`src/rtl/reg_file_sb_pkg.sv`:
```
// Shared types and defaults for the scoreboarded register file.
// Decode-stage logic imports the default widths from here as well.
package reg_file_sb_pkg;

  localparam int unsigned DATA_W_DEF = 8;
  localparam int unsigned ADDR_W_DEF = 4;

  typedef enum logic {
    CLEAR = 1'b0,
    RUN   = 1'b1
  } rf_state_e;

  function automatic int unsigned depth_of(input int unsigned aw);
    return 32'd1 << aw;
  endfunction

endpackage

```
`src/rtl/reg_file_sb_port.sv`:
```
// One combinational read port: zero-gating, optional bypass of the
// in-flight write, and pending-write lookup.
module reg_file_sb_port
  import reg_file_sb_pkg::*;
#(
  parameter int DATA_W = DATA_W_DEF,
  parameter int ADDR_W = ADDR_W_DEF,
  parameter int BYPASS = 1,
  parameter int DEPTH  = depth_of(ADDR_W)
) (
  input  logic                          ready,
  input  logic [ADDR_W-1:0]             rx,
  input  logic [DEPTH-1:0][DATA_W-1:0]  mem,
  input  logic [DEPTH-1:0]              busy,
  input  logic                          we,
  input  logic [ADDR_W-1:0]             wa,
  input  logic [DATA_W-1:0]             wd,
  output logic [DATA_W-1:0]             rdata,
  output logic                          rbusy
);

  logic hit;

  always_comb begin
    hit   = (BYPASS != 0) && we &&
            (wa == rx) && (wa != '0);
    rdata = '0;
    rbusy = 1'b0;
    if (ready && (rx != '0)) begin
      // a forwarded value is delivered now, so it is no longer pending
      if (hit) begin
        rdata = wd;
      end else begin
        rdata = mem[rx];
        rbusy = busy[rx];
      end
    end
  end

endmodule

```
`src/rtl/reg_file_sb.sv`:
```
// Register file with power-up clear sweep, two read ports,
// one write port and a per-entry pending-write scoreboard.
module reg_file_sb
  import reg_file_sb_pkg::*;
#(
  parameter int DATA_W = DATA_W_DEF,
  parameter int ADDR_W = ADDR_W_DEF,
  parameter int BYPASS = 1
) (
  input  logic              clk,
  input  logic              rst,
  input  logic [ADDR_W-1:0] ra,
  input  logic [ADDR_W-1:0] rb,
  output logic [DATA_W-1:0] read_a,
  output logic [DATA_W-1:0] read_b,
  output logic              busy_a,
  output logic              busy_b,
  input  logic              we,
  input  logic [ADDR_W-1:0] wa,
  input  logic [DATA_W-1:0] wd,
  input  logic              rsv_en,
  input  logic [ADDR_W-1:0] rsv_addr,
  output logic              ready,
  output logic              rsv_err
);

  localparam int DEPTH = depth_of(ADDR_W);
  localparam logic [ADDR_W-1:0] LAST =
    ADDR_W'(DEPTH - 1);

  rf_state_e                   state_q, state_d;
  logic [ADDR_W-1:0]           clr_ptr_q, clr_ptr_d;
  logic [DEPTH-1:0]            busy_q, busy_d;
  logic                        rsv_err_q, rsv_err_d;
  logic [DEPTH-1:0][DATA_W-1:0] mem_q, mem_d;

  assign ready   = (state_q == RUN);
  assign rsv_err = rsv_err_q;

  always_comb begin
    state_d   = state_q;
    clr_ptr_d = clr_ptr_q;
    busy_d    = busy_q;
    rsv_err_d = 1'b0;
    mem_d     = mem_q;
    unique case (state_q)
      CLEAR: begin
        mem_d[clr_ptr_q] = '0;
        clr_ptr_d = clr_ptr_q + ADDR_W'(1);
        if (clr_ptr_q == LAST) begin
          state_d = RUN;
        end
      end
      RUN: begin
        if (we && (wa != '0)) begin
          mem_d[wa]  = wd;
          busy_d[wa] = 1'b0;
        end
        // reservation after the write so a same-entry collision stays busy
        if (rsv_en && (rsv_addr != '0)) begin
          busy_d[rsv_addr] = 1'b1;
          rsv_err_d = busy_q[rsv_addr];
        end
      end
      default: begin
        state_d = CLEAR;
      end
    endcase
  end

  always_ff @(posedge clk or posedge rst) begin
    if (rst) begin
      state_q   <= CLEAR;
      clr_ptr_q <= ADDR_W'(1);
      busy_q    <= '0;
      rsv_err_q <= 1'b0;
    end else begin
      state_q   <= state_d;
      clr_ptr_q <= clr_ptr_d;
      busy_q    <= busy_d;
      rsv_err_q <= rsv_err_d;
    end
  end

  always_ff @(posedge clk) begin
    mem_q <= mem_d;
  end

  reg_file_sb_port #(
    .DATA_W (DATA_W),
    .ADDR_W (ADDR_W),
    .BYPASS (BYPASS),
    .DEPTH  (DEPTH)
  ) u_port_a (
    .ready (ready),
    .rx    (ra),
    .mem   (mem_q),
    .busy  (busy_q),
    .we    (we),
    .wa    (wa),
    .wd    (wd),
    .rdata (read_a),
    .rbusy (busy_a)
  );

  reg_file_sb_port #(
    .DATA_W (DATA_W),
    .ADDR_W (ADDR_W),
    .BYPASS (BYPASS),
    .DEPTH  (DEPTH)
  ) u_port_b (
    .ready (ready),
    .rx    (rb),
    .mem   (mem_q),
    .busy  (busy_q),
    .we    (we),
    .wa    (wa),
    .wd    (wd),
    .rdata (read_b),
    .rbusy (busy_b)
  );

endmodule

```
`config.mk`:
```
export PLATFORM = sky130hd
export DESIGN_NAME = reg_file_sb
export DESIGN_NICKNAME = d
export VERILOG_FILES = /design/src/rtl/reg_file_sb_pkg.sv /design/src/rtl/reg_file_sb_port.sv /design/src/rtl/reg_file_sb.sv
export SDC_FILE = /design/constraint.sdc
export NUM_CORES = 1
export LEC_CHECK = 0
export BUFFER_PORTS_ARGS = -buffer_cell sky130_fd_sc_hd__buf_2
export CAP_MARGIN = 10
export CORE_MARGIN = 2
export CORE_UTILIZATION = 35
export DETAILED_ROUTE_END_ITERATION = 7
export GPL_TIMING_DRIVEN = 0
export PLACE_DENSITY_LB_ADDON = 0.2
export SYNTH_ARGS = -nofsm -noshare
export SYNTH_HDL_FRONTEND = slang
export SYNTH_SLANG_ARGS = --single-unit
```
`constraint.sdc`:
```
create_clock -name clk -period 2.3 [get_ports clk]
set_input_delay 0.115 -clock clk [delete_from_list [all_inputs] [get_ports clk]]
set_output_delay 0.115 -clock clk [all_outputs]
set_load 0.01 [all_outputs]
```
==> flow_metrics.py, run 1 <==
metrics = {
    "cts": {
        "insertion_delay_ns": 0.44,
        "clk_pin_slew_ns": 0.07,
        "cts_root_buffer": "clkbuf_16",
        "cts-buffers-inserted": 17,
        "cts_num_sinks": 150,
        "cts_max_level": 4,
        "cts_tree": "done",
        "cts.path.max_buffers": 2,
    },
    "cells_and_area": {
        "multi_input_area_sq_um": 4604,
        "synthToLayoutAreaGrowth_pct": 16.52,
        "finalNonFillerCells": 1161,
        "drive_above_1_share": 0.2748,
        "final-seq-area_sq_um": 4395,
        "fin_area_sq_um": 10730,
        "fillCellCount": 2471,
        "nets": 845,
        "antennaDiodeCount": 0,
    },
    "place": {
        "dp.cells": 1113,
        "place_area_sq_um": 9856,
        "place.gp.congestion": 0.8583,
        "portBuffers": 39,
        "place_hpwl_um": 23600,
    },
    "yosys": {
        "synth_cell_type_count": 44,
        "ys_seq_area_frac": 0.4772,
        "synth_compound_area_frac": 0.1548,
        "synth.avg_cell_area_sq_um": 12.57,
        "synth_warnings": 0,
        "synth_top_family_by_area": "multiplexers",
        "synth_ff_type": "edfxtp_1",
        "muxShareOfSynthArea": 0.2199,
        "synth-xor-area-share": 0.01046,
        "syn-num-nets": 765,
        "synth_fa_ha_area_frac": 0.005433,
        "syn-cell-area_sq_um": 9211,
        "synth.area.top_cells": "edfxtp_1, mux4_2, o21ai_0, dfrtp_1, nand2_1",
        "yosys.area_share.simple": 0.09807,
        "ys_ff_latch": 150,
        "synth_top_area_share": 0.4173,
        "async_flop_share": 0.1467,
        "syn_inst": 733,
        "yosysTopAreaCell": "edfxtp_1",
        "synth_edf_count": 128,
    },
    "die": {
        "rows": 59,
        "dieArea_sq_um": 27630,
        "initial_core_util": 0.3545,
        "io_pins": 48,
        "die_y_um": 166.2,
        "core-area_sq_um": 25980,
        "die_w_um": 166.2,
    },
    "drt": {
        "wirelength_um": 32640,
        "post-route-drc-count": 0,
        "wl_per_cell_um": 28.11,
        "first_pass_iters": 5,
        "drt_iter0_markers": 815,
        "final_antenna_net_count": 0,
        "vias_per_cell": 6.269,
        "vias": 7278,
    },
    "grt": {
        "gr-total-overflow": 0,
        "grt_pass1_vias": 7108,
        "grt_first_pass_wirelength_um": 48430,
        "grt_max_degree": 23,
        "antenna_found_initial": 0,
        "globalRouteTotalUtil": 0.2378,
    },
    "timing": {
        "setup_viol": 10,
        "finalSetupTns_ns": -0.3159,
        "rsz0062_at_grt": "yes",
        "fmax_ghz": 0.4221,
        "period_needed_ns": 2.369,
        "finalClockSkew_ns": 0.01553,
        "fin_ws_ns": -0.06929,
        "final-hold-violation-count": 0,
        "worstMarginPinSlew_ns": 1.171,
        "report.final.slew_viol_count": 0,
        "period_share": 1.030,
        "whs_ns": 0.04797,
        "maxSlewHeadroom": 0.2110,
    },
    "pwr": {
        "power_density_nw_per_um2": 644.1,
        "leakagePower_nw": 3.366,
        "total_power_mw": 6.913,
        "peakVddDrop_mv": 0.3881,
    },
    "worst_setup_path": {
        "worstSetupPathType": "register to output pin",
        "crit_fanout": 3,
        "start_kind": "register",
        "cp_data_arrival_time_ns": 2.25,
        "cpMaxStageDelayCell": "mux4_2",
        "r2r_slack_ns": 0.01,
        "crit_path_end_kind": "output pin",
        "slowest_delay_ns": 0.55,
        "required_ns": 2.18,
        "path_cells": "mux4_2 > nor2b_4 > a211o_1 > a32o_1 > buf_2",
    },
    "hold_path": {
        "min_path_type": "input pin to register",
    },
    "flow_run": {
        "maxCapViolCount": 0,
    },
    "status": {
        "outcome": "finished with violations",
        "violations": "setup timing",
    },
}
cells by family after synthesis:
family          after synthesis
simple gates                189
xor+xnor                     11
fa+ha+maj                     4
buf+inv                      59
compound gates              219
mux                         101
flops                       150
synth_stat cells (all sizes together), types with 2 or more instances:
cell type and instances:
nand3 8, clkbuf 22, mux4 78, a21oi 13
a31oi 4, dfrtp 21, nand4 2, nor4 2
inv 6, buf 31, a32o 14, xor2 6
xnor2 5, nand2 127, nand3b 4, a211o 14
nor2 3, a22o 42, nor2b 20, o21ai 123
ha 4, edfxtp 128, nand2b 2, and2 11
nor3 4, mux2i 22, or3 2, o41ai 6
through the flow:
stage / util / worst slack, ns
6_report: 0.4130 / -0.06929
5_1_grt: 0.4130 / -0.09684
4_1_cts: 0.4099 / -0.04251
3_5_place_dp: 0.3793 / -0.3514
3_3_place_gp: 0.3781 / -0.5376
2_1_floorplan: - / 0.3485
final cells by class:
cell class	count	share of cell area
multi-input combinational	524	0.4290
sequential	150	0.4095
clock buffer	18	0.03999
tap	335	0.03905
timing repair buffer	61	0.03765
buffer	53	0.02891
clock inverter	14	0.01376
inverter	6	0.002098
cell usage in the layout (no fill, tap or decap), types with 12 or more instances in the layout:
cell type,Yosys,final
edfxtp_1,128,128
nand2_1,127,127
o21ai_0,123,121
mux4_2,68,72
buf_2,14,52
a22o_1,42,42
dfrtp_1,21,21
mux2i_1,22,19
buf_4,4,17
clkbuf_16,0,17
clkbuf_1,22,16
buf_6,8,15
a211o_1,14,14
a21oi_1,12,12
registers in the layout, summed over array words and instances (netlist names):
signal,flops
busy_q,16
clr_ptr_q,4
mem_q,128
ready,1
rsv_err,1
repair_timing:
item / CTS / global route
setup buffers: 10 / 4
endpoints found under the setup margin: 94 / 59
gates resized for setup: 40 / 25
pin swaps: 28 / 3
hold endpoints to repair: 22 / 0
hold buffers: 2 / 0
worst max-delay path, delay by kind of cell (launching register included):
family / cells / cell delay, ns
simple gates: 1 / 0.14
flops: 1 / 0.48
mux: 1 / 0.55
buf+inv: 1 / 0.14
compound gates: 2 / 0.51
worst paths after layout:
path,startpoint,endpoint,cells after the start
worst max-delay path,mem_q[52]$_DFFE_PP_,read_a[4],5
worst min-delay path,rsv_addr[2],busy_q[1]$_DFFE_PP0P_,3
worst max register to register,ready$_DFF_PP0_,mem_q[60]$_DFFE_PP_,5
worst min register to register,busy_q[0]$_DFFE_PP0P_,busy_q[0]$_DFFE_PP0P_,1
max in group asynchronous,rst,clr_ptr_q[1]$_DFFE_PP0N_,3
min in group asynchronous,rst,rsv_err$_DFF_PP0_,3
metal layers:
| layer | share of wire | GRT usage | vias to the layer above |
|---|---|---|---|
| li1 | - | - | 3080 |
| met1 | 0.43 | 0.3516 | 3675 |
| met2 | 0.44 | 0.3579 | 460 |
| met3 | 0.099 | 0.04004 | 63 |
| met4 | 0.026 | 0.07759 | 0 |
| met5 | 0 | 0 | - |
where the power goes:
| part | switching [mW] | internal, mW |
|---|---|---|
| clock | 1.26 | 1.61 |
| sequential | 0.0890 | 3.03 |
| combinational | 0.510 | 0.412 |
Power figures use the tool's default switching activity.
==> run 2, diff against run 1 <==
Settings changed: CTS_BUF_LIST set to sky130_fd_sc_hd__clkbuf_8.
Clock period 2.3 ns to 2.4 ns, I/O delays scaled along.
==> run 2 against run 1 <==
Against the previous run:
- the run still ends with setup timing left
- combinational power decreased by 6.0%
- count of clock-buffer cells in the layout decreased by 1
- non-clock buffer count unchanged
- die area unchanged
- total power decreased by 15%
- first-iteration DRC count decreased by 12%
- worst setup slack improved by 0.059 ns
- global-route usage decreased by 0.31 points
- sequential power decreased by 4%
- highest routed layer unchanged
- final cell count unchanged
- final area decreased by 2.5%
==> flow_metrics.py, run 2 (same netlist as run 1, synthesis figures left out) <==
metrics = {
    "cts": {
        "cts_tree": "done",
        "cts_root_buffer": "clkbuf_8",
        "cts-buffers-inserted": 17,
        "clk_pin_slew_ns": 0.09,
        "cts.path.max_buffers": 2,
        "cts_num_sinks": 150,
        "insertion_delay_ns": 0.47,
        "cts_max_level": 4,
    },
    "timing": {
        "report.final.slew_viol_count": 0,
        "fmax_ghz": 0.4149,
        "rsz0062_at_grt": "yes",
        "period_needed_ns": 2.410,
        "maxSlewHeadroom": 0.2111,
        "worstMarginPinSlew_ns": 1.171,
        "finalClockSkew_ns": 0.02482,
        "final-hold-violation-count": 0,
        "fin_ws_ns": -0.01013,
        "setup_viol": 3,
        "period_share": 1.004,
    },
    "die": {
        "io_pins": 48,
        "rows": 59,
        "dieArea_sq_um": 27630,
        "initial_core_util": 0.3545,
        "die_y_um": 166.2,
        "die_w_um": 166.2,
        "core-area_sq_um": 25980,
    },
    "drt": {
        "vias_per_cell": 6.228,
        "wl_per_cell_um": 27.90,
        "drt_iter0_markers": 717,
        "vias": 7231,
        "wirelength_um": 32390,
        "final_antenna_net_count": 0,
        "post-route-drc-count": 0,
        "first_pass_iters": 5,
    },
    "worst_setup_path": {
        "crit_fanout": 3,
        "start_kind": "register",
        "r2r_slack_ns": 0.10,
        "worstSetupPathType": "register to output pin",
        "ff2ff_path_depth": 5,
        "required_ns": 2.28,
        "crit_path_end_kind": "output pin",
        "reg2reg_from": "ready$_DFF_PP0_",
        "rr_endpoint": "mem_q[57]$_DFFE_PP_",
        "cp_data_arrival_time_ns": 2.29,
    },
    "cells_and_area": {
        "largestRegisters": "mem_q x128, busy_q x16, clr_ptr_q x4",
        "regMostFlops": "mem_q",
        "fin_area_sq_um": 10460,
        "final_cell_mix": "edfxtp_1, nand2_1, o21ai_0",
        "nets": 845,
        "finalNonFillerCells": 1161,
        "drive_above_1_share": 0.2603,
        "antennaDiodeCount": 0,
        "largest_reg_flops": 128,
        "final_common_cell": "edfxtp_1",
        "synthToLayoutAreaGrowth_pct": 13.57,
    },
    "grt": {
        "grt_pass1_vias": 7063,
        "grt_first_pass_wirelength_um": 47890,
        "grt_max_degree": 23,
        "gr-total-overflow": 0,
        "antenna_found_initial": 0,
        "globalRouteTotalUtil": 0.2348,
    },
    "place": {
        "portBuffers": 39,
        "dp.cells": 1113,
        "pre_cts_ws_ns": -0.2514,
        "place.gp.congestion": 0.8583,
        "place_hpwl_um": 23600,
        "place_area_sq_um": 9856,
    },
    "pwr": {
        "total_power_mw": 5.892,
        "peakVddDrop_mv": 0.3394,
        "switching_share": 0.2845,
        "combPwrFrac": 0.147,
        "leakagePower_nw": 3.210,
        "pwr-share-clk": 0.346,
        "power_density_nw_per_um2": 563.2,
        "p_int_mw": 4.216,
        "p_sw_mw": 1.676,
        "pwr-share-seq": 0.507,
    },
    "hold_path": {
        "holdPathStages": 3,
        "min_path_type": "input pin to register",
        "holdCritStartpoint": "rsv_addr[2]",
        "whs_endpoint": "busy_q[1]$_DFFE_PP0P_",
    },
    "flow_run": {
        "maxCapViolCount": 0,
    },
    "status": {
        "violations": "setup timing",
        "outcome": "finished with violations",
    },
}
## run 2: area by class of cell
type / instances / area (sq um)
Buffer: 53 / 299.0
Clock buffer: 17 / 234.0
Clock inverter: 15 / 151.4
Fill cell: 2501 / 15520
Inverter: 6 / 22.52
Multi-Input combinational cell: 524 / 4558
Sequential cell: 150 / 4395
Tap cell: 335 / 419.2
Timing Repair Buffer: 61 / 381.6
## run 2: stage by stage
stage	utilization	hold WS [ns]	TNS, ns
finish	0.4026	0.03461	-0.02454
global route	0.4026	0.02746	-0.3200
CTS	0.3985	0.01315	-0.007896
detailed placement	0.3793	0.3554	-8.906
global placement	0.3781	0.3769	-21.27
floorplan	-	0.1085	0
## run 2: repair_timing
item	CTS	global route
gates resized for setup	16	21
hold buffers	2	0
pin swaps	12	6
endpoints found under the hold margin	22	0
buffers inserted	8	6
endpoints found under the setup margin	87	15
## run 2: worst max-delay path by stage
stage                        start                   end  slack, ns  cells after the start
2_1_floorplan      ready$_DFF_PP0_  mem_q[104]$_DFFE_PP_       0.45                      4
4_1_cts        mem_q[48]$_DFFE_PP_             read_a[0]     -0.007                      5
6_report       mem_q[52]$_DFFE_PP_             read_a[4]      -0.01                      5
5_1_grt        mem_q[48]$_DFFE_PP_             read_a[0]      -0.05                      5
3_3_place_gp                 wa[0]  mem_q[108]$_DFFE_PP_      -0.44                      5
3_5_place_dp       ready$_DFF_PP0_   mem_q[80]$_DFFE_PP_      -0.25                      4
## run 2: power by group through the flow
stage	clock (mW)	sequential, mW	combinational [mW]
2_1_floorplan	0	3.01	0.541
3_3_place_gp	0	3.04	0.822
3_5_place_dp	0	3.04	0.826
4_1_cts	2.04	2.99	0.842
5_1_grt	2.17	3.00	0.914
6_report	2.04	2.99	0.867
## run 2: routing by layer
metal  vias up  global-route usage  share of wire
met5         -                   0              0
met3        61             0.04171          0.087
li1       3076                   -              -
met1      3685              0.3468           0.44
met2       409              0.3552           0.44
met4         0             0.06972          0.029
## run 2: worst max-delay path, cell delays in order (launching register included)
cell and delay [ns]:
edfxtp_1 0.49, mux4_2 0.55, nor2b_4 0.14, a211o_1 0.24, a32o_1 0.27, buf_2 0.14
==> run 3, diff against run 2 <==
Settings changed: SKIP_LAST_GASP set to 1.
==> run 3 against run 2 <==
Against the previous run:
- the run still ends with setup timing left
- first-iteration DRC count up 1.7%
- maximum frequency fell by 0.21%
- critical path depth unchanged
- total power fell by 0.15%
- combinational power fell by 1%
- sequential cell count unchanged
- global-route usage about the same
- worst hold slack worse by 0.0052 ns
- sequential power barely moved
- clock skew is 0.0025 ns higher
- count of clock-buffer cells in the layout stayed put
- critical endpoint unchanged
- largest power group unchanged
==> flow_metrics.py, run 3 (same netlist as run 1, synthesis figures left out) <==
metrics = {
    "pwr": {
        "pwr-share-clk": 0.346,
        "p_sw_mw": 1.676,
        "power_density_nw_per_um2": 564.6,
        "pwr-share-seq": 0.508,
        "peakVddDrop_mv": 0.3349,
        "combPwrFrac": 0.145,
        "switching_share": 0.2848,
        "p_int_mw": 4.207,
        "leakagePower_nw": 3.168,
    },
    "cts": {
        "cts_max_level": 4,
        "clk_pin_slew_ns": 0.09,
        "cts_num_sinks": 150,
        "cts_tree": "done",
        "cts-buffers-inserted": 17,
        "cts.path.max_buffers": 2,
        "cts_root_buffer": "clkbuf_8",
        "insertion_delay_ns": 0.48,
    },
    "grt": {
        "grt_pass1_vias": 7060,
        "top_usage_layer": "met2",
        "use_met2": 0.3556,
        "grt_max_degree": 23,
        "globalRouteTotalUtil": 0.2347,
        "grt_first_pass_wirelength_um": 47890,
        "use_met3": 0.03956,
        "gr-total-overflow": 0,
        "met1_usage": 0.3481,
        "antenna_found_initial": 0,
    },
    "die": {
        "die_w_um": 166.2,
        "die_y_um": 166.2,
        "dieArea_sq_um": 27630,
        "rows": 59,
        "io_pins": 48,
        "core-area_sq_um": 25980,
        "initial_core_util": 0.3545,
    },
    "timing": {
        "report.final.slew_viol_count": 0,
        "period_share": 1.006,
        "period_needed_ns": 2.415,
        "whs_ns": 0.02940,
        "fmax_ghz": 0.4141,
        "final-hold-violation-count": 0,
        "maxSlewHeadroom": 0.2136,
        "fin_ws_ns": -0.01510,
        "rsz0062_at_grt": "yes",
        "finalClockSkew_ns": 0.02728,
        "worstMarginPinSlew_ns": 1.167,
        "setup_viol": 5,
    },
    "worst_setup_path": {
        "required_ns": 2.28,
        "slowest_delay_ns": 0.53,
        "worstSetupPathType": "register to output pin",
        "cp_data_arrival_time_ns": 2.30,
        "crit_path_end_kind": "output pin",
        "crit_fanout": 3,
        "critPathTopFamily": "multiplexers",
        "path_buf_inv": 1,
        "cpMaxStageDelayCell": "mux4_2",
        "start_kind": "register",
        "path_cells": "mux4_2 > nor2b_2 > a211o_1 > a32o_1 > buf_2",
    },
    "drt": {
        "first_pass_iters": 5,
        "vias_per_cell": 6.307,
        "wirelength_um": 32360,
        "final_antenna_net_count": 0,
        "vias": 7316,
        "wl_per_cell_um": 27.90,
        "post-route-drc-count": 0,
        "drt_iter0_markers": 729,
    },
    "flow_run": {
        "maxCapViolCount": 0,
    },
    "cells_and_area": {
        "antennaDiodeCount": 0,
        "final_cell_mix": "edfxtp_1, nand2_1, o21ai_0",
        "nets": 844,
        "largestRegisters": "mem_q x128, busy_q x16, clr_ptr_q x4",
        "fillCellCount": 2500,
        "final_common_cell": "edfxtp_1",
        "synthToLayoutAreaGrowth_pct": 13.12,
        "drive_above_1_share": 0.2582,
        "regMostFlops": "mem_q",
        "largest_reg_flops": 128,
    },
    "status": {
        "outcome": "finished with violations",
        "violations": "setup timing",
    },
    "place": {
        "place.gp.congestion": 0.8583,
        "portBuffers": 39,
        "pre_cts_ws_ns": -0.2514,
        "place_hpwl_um": 23600,
    },
    "hold_path": {
        "min_path_type": "input pin to register",
    },
}
==> run 3: changes by cell type in the layout (fill, tap and decap cells not counted), sizes merged <==
cell	delta
buf	-1
==> run 3: path summary, 6_finish.rpt <==
check,start,end,slack (ns),cells past startpoint
max in group asynchronous,rst,clr_ptr_q[1]$_DFFE_PP0N_,1.44,3
worst min-delay path,rsv_addr[2],busy_q[1]$_DFFE_PP0P_,0.03,3
worst min register to register,busy_q[0]$_DFFE_PP0P_,busy_q[0]$_DFFE_PP0P_,0.48,1
worst max register to register,ready$_DFF_PP0_,mem_q[90]$_DFFE_PP_,0.08,5
min in group asynchronous,rst,busy_q[6]$_DFFE_PP0P_,0.39,3
worst max-delay path,mem_q[52]$_DFFE_PP_,read_a[4],-0.02,5
==> run 3: layout make-up <==
class	instances	area (sq um)	area share
repair buffers	60	355.3	0.03410
clock inverters	15	151.4	0.01453
clock buffers	17	234.0	0.02245
well taps	335	419.2	0.04023
inverters	6	22.52	0.002161
flip-flops and latches	150	4395	0.4218
multi-input cells	524	4543	0.4360
plain buffers	53	299.0	0.02870
==> run 3: power groups by stage <==
stage / clock [mW] / combinational (mW) / sequential, mW
after floorplan: 0 / 0.541 / 3.01
after global placement: 0 / 0.822 / 3.04
after detailed placement: 0 / 0.826 / 3.04
after CTS: 2.04 / 0.841 / 2.99
after global routing: 2.17 / 0.903 / 3.00
final: 2.04 / 0.856 / 2.99
==> run 3: repair_timing <==
| item | CTS | global route |
|---|---|---|
| hold endpoints to repair | 22 | 0 |
| gates resized for setup | 15 | 15 |
| hold buffers | 2 | 0 |
| endpoints found under the setup margin | 87 | 14 |
| buffers inserted | 8 | 5 |
| pin swaps | 12 | 3 |
| cloned | 0 | 0 |
==> run 3: stage by stage <==
step	instances	cell area (sq um)	util	total power [mW]	setup TNS, ns
CTS	1155	10360	0.3987	5.868	-0.02192
global placement	1107	9826	0.3781	3.862	-21.27
finish	1160	10420	0.4010	5.883	-0.04251
global route	1160	10420	0.4010	6.073	-0.4628
floorplan	733	9211	-	3.556	0
detailed placement	1113	9856	0.3793	3.870	-8.906
==> run 3: metal layers <==
metal | share of wire | wire length, um | up-vias
met5 | 0 | 0 | -
met4 | 0.028 | 904 | 0
met3 | 0.083 | 2674 | 63
met2 | 0.44 | 14320 | 442
met1 | 0.45 | 14470 | 3730
li1 | - | - | 3081
==> run 3: worst reg2reg max path, delay by kind of cell (launching register included) <==
kind / cells / cell delay, ns
compound gates: 1 / 0.23
buf+inv: 3 / 1.20
flops: 1 / 0.45
simple gates: 1 / 0.15
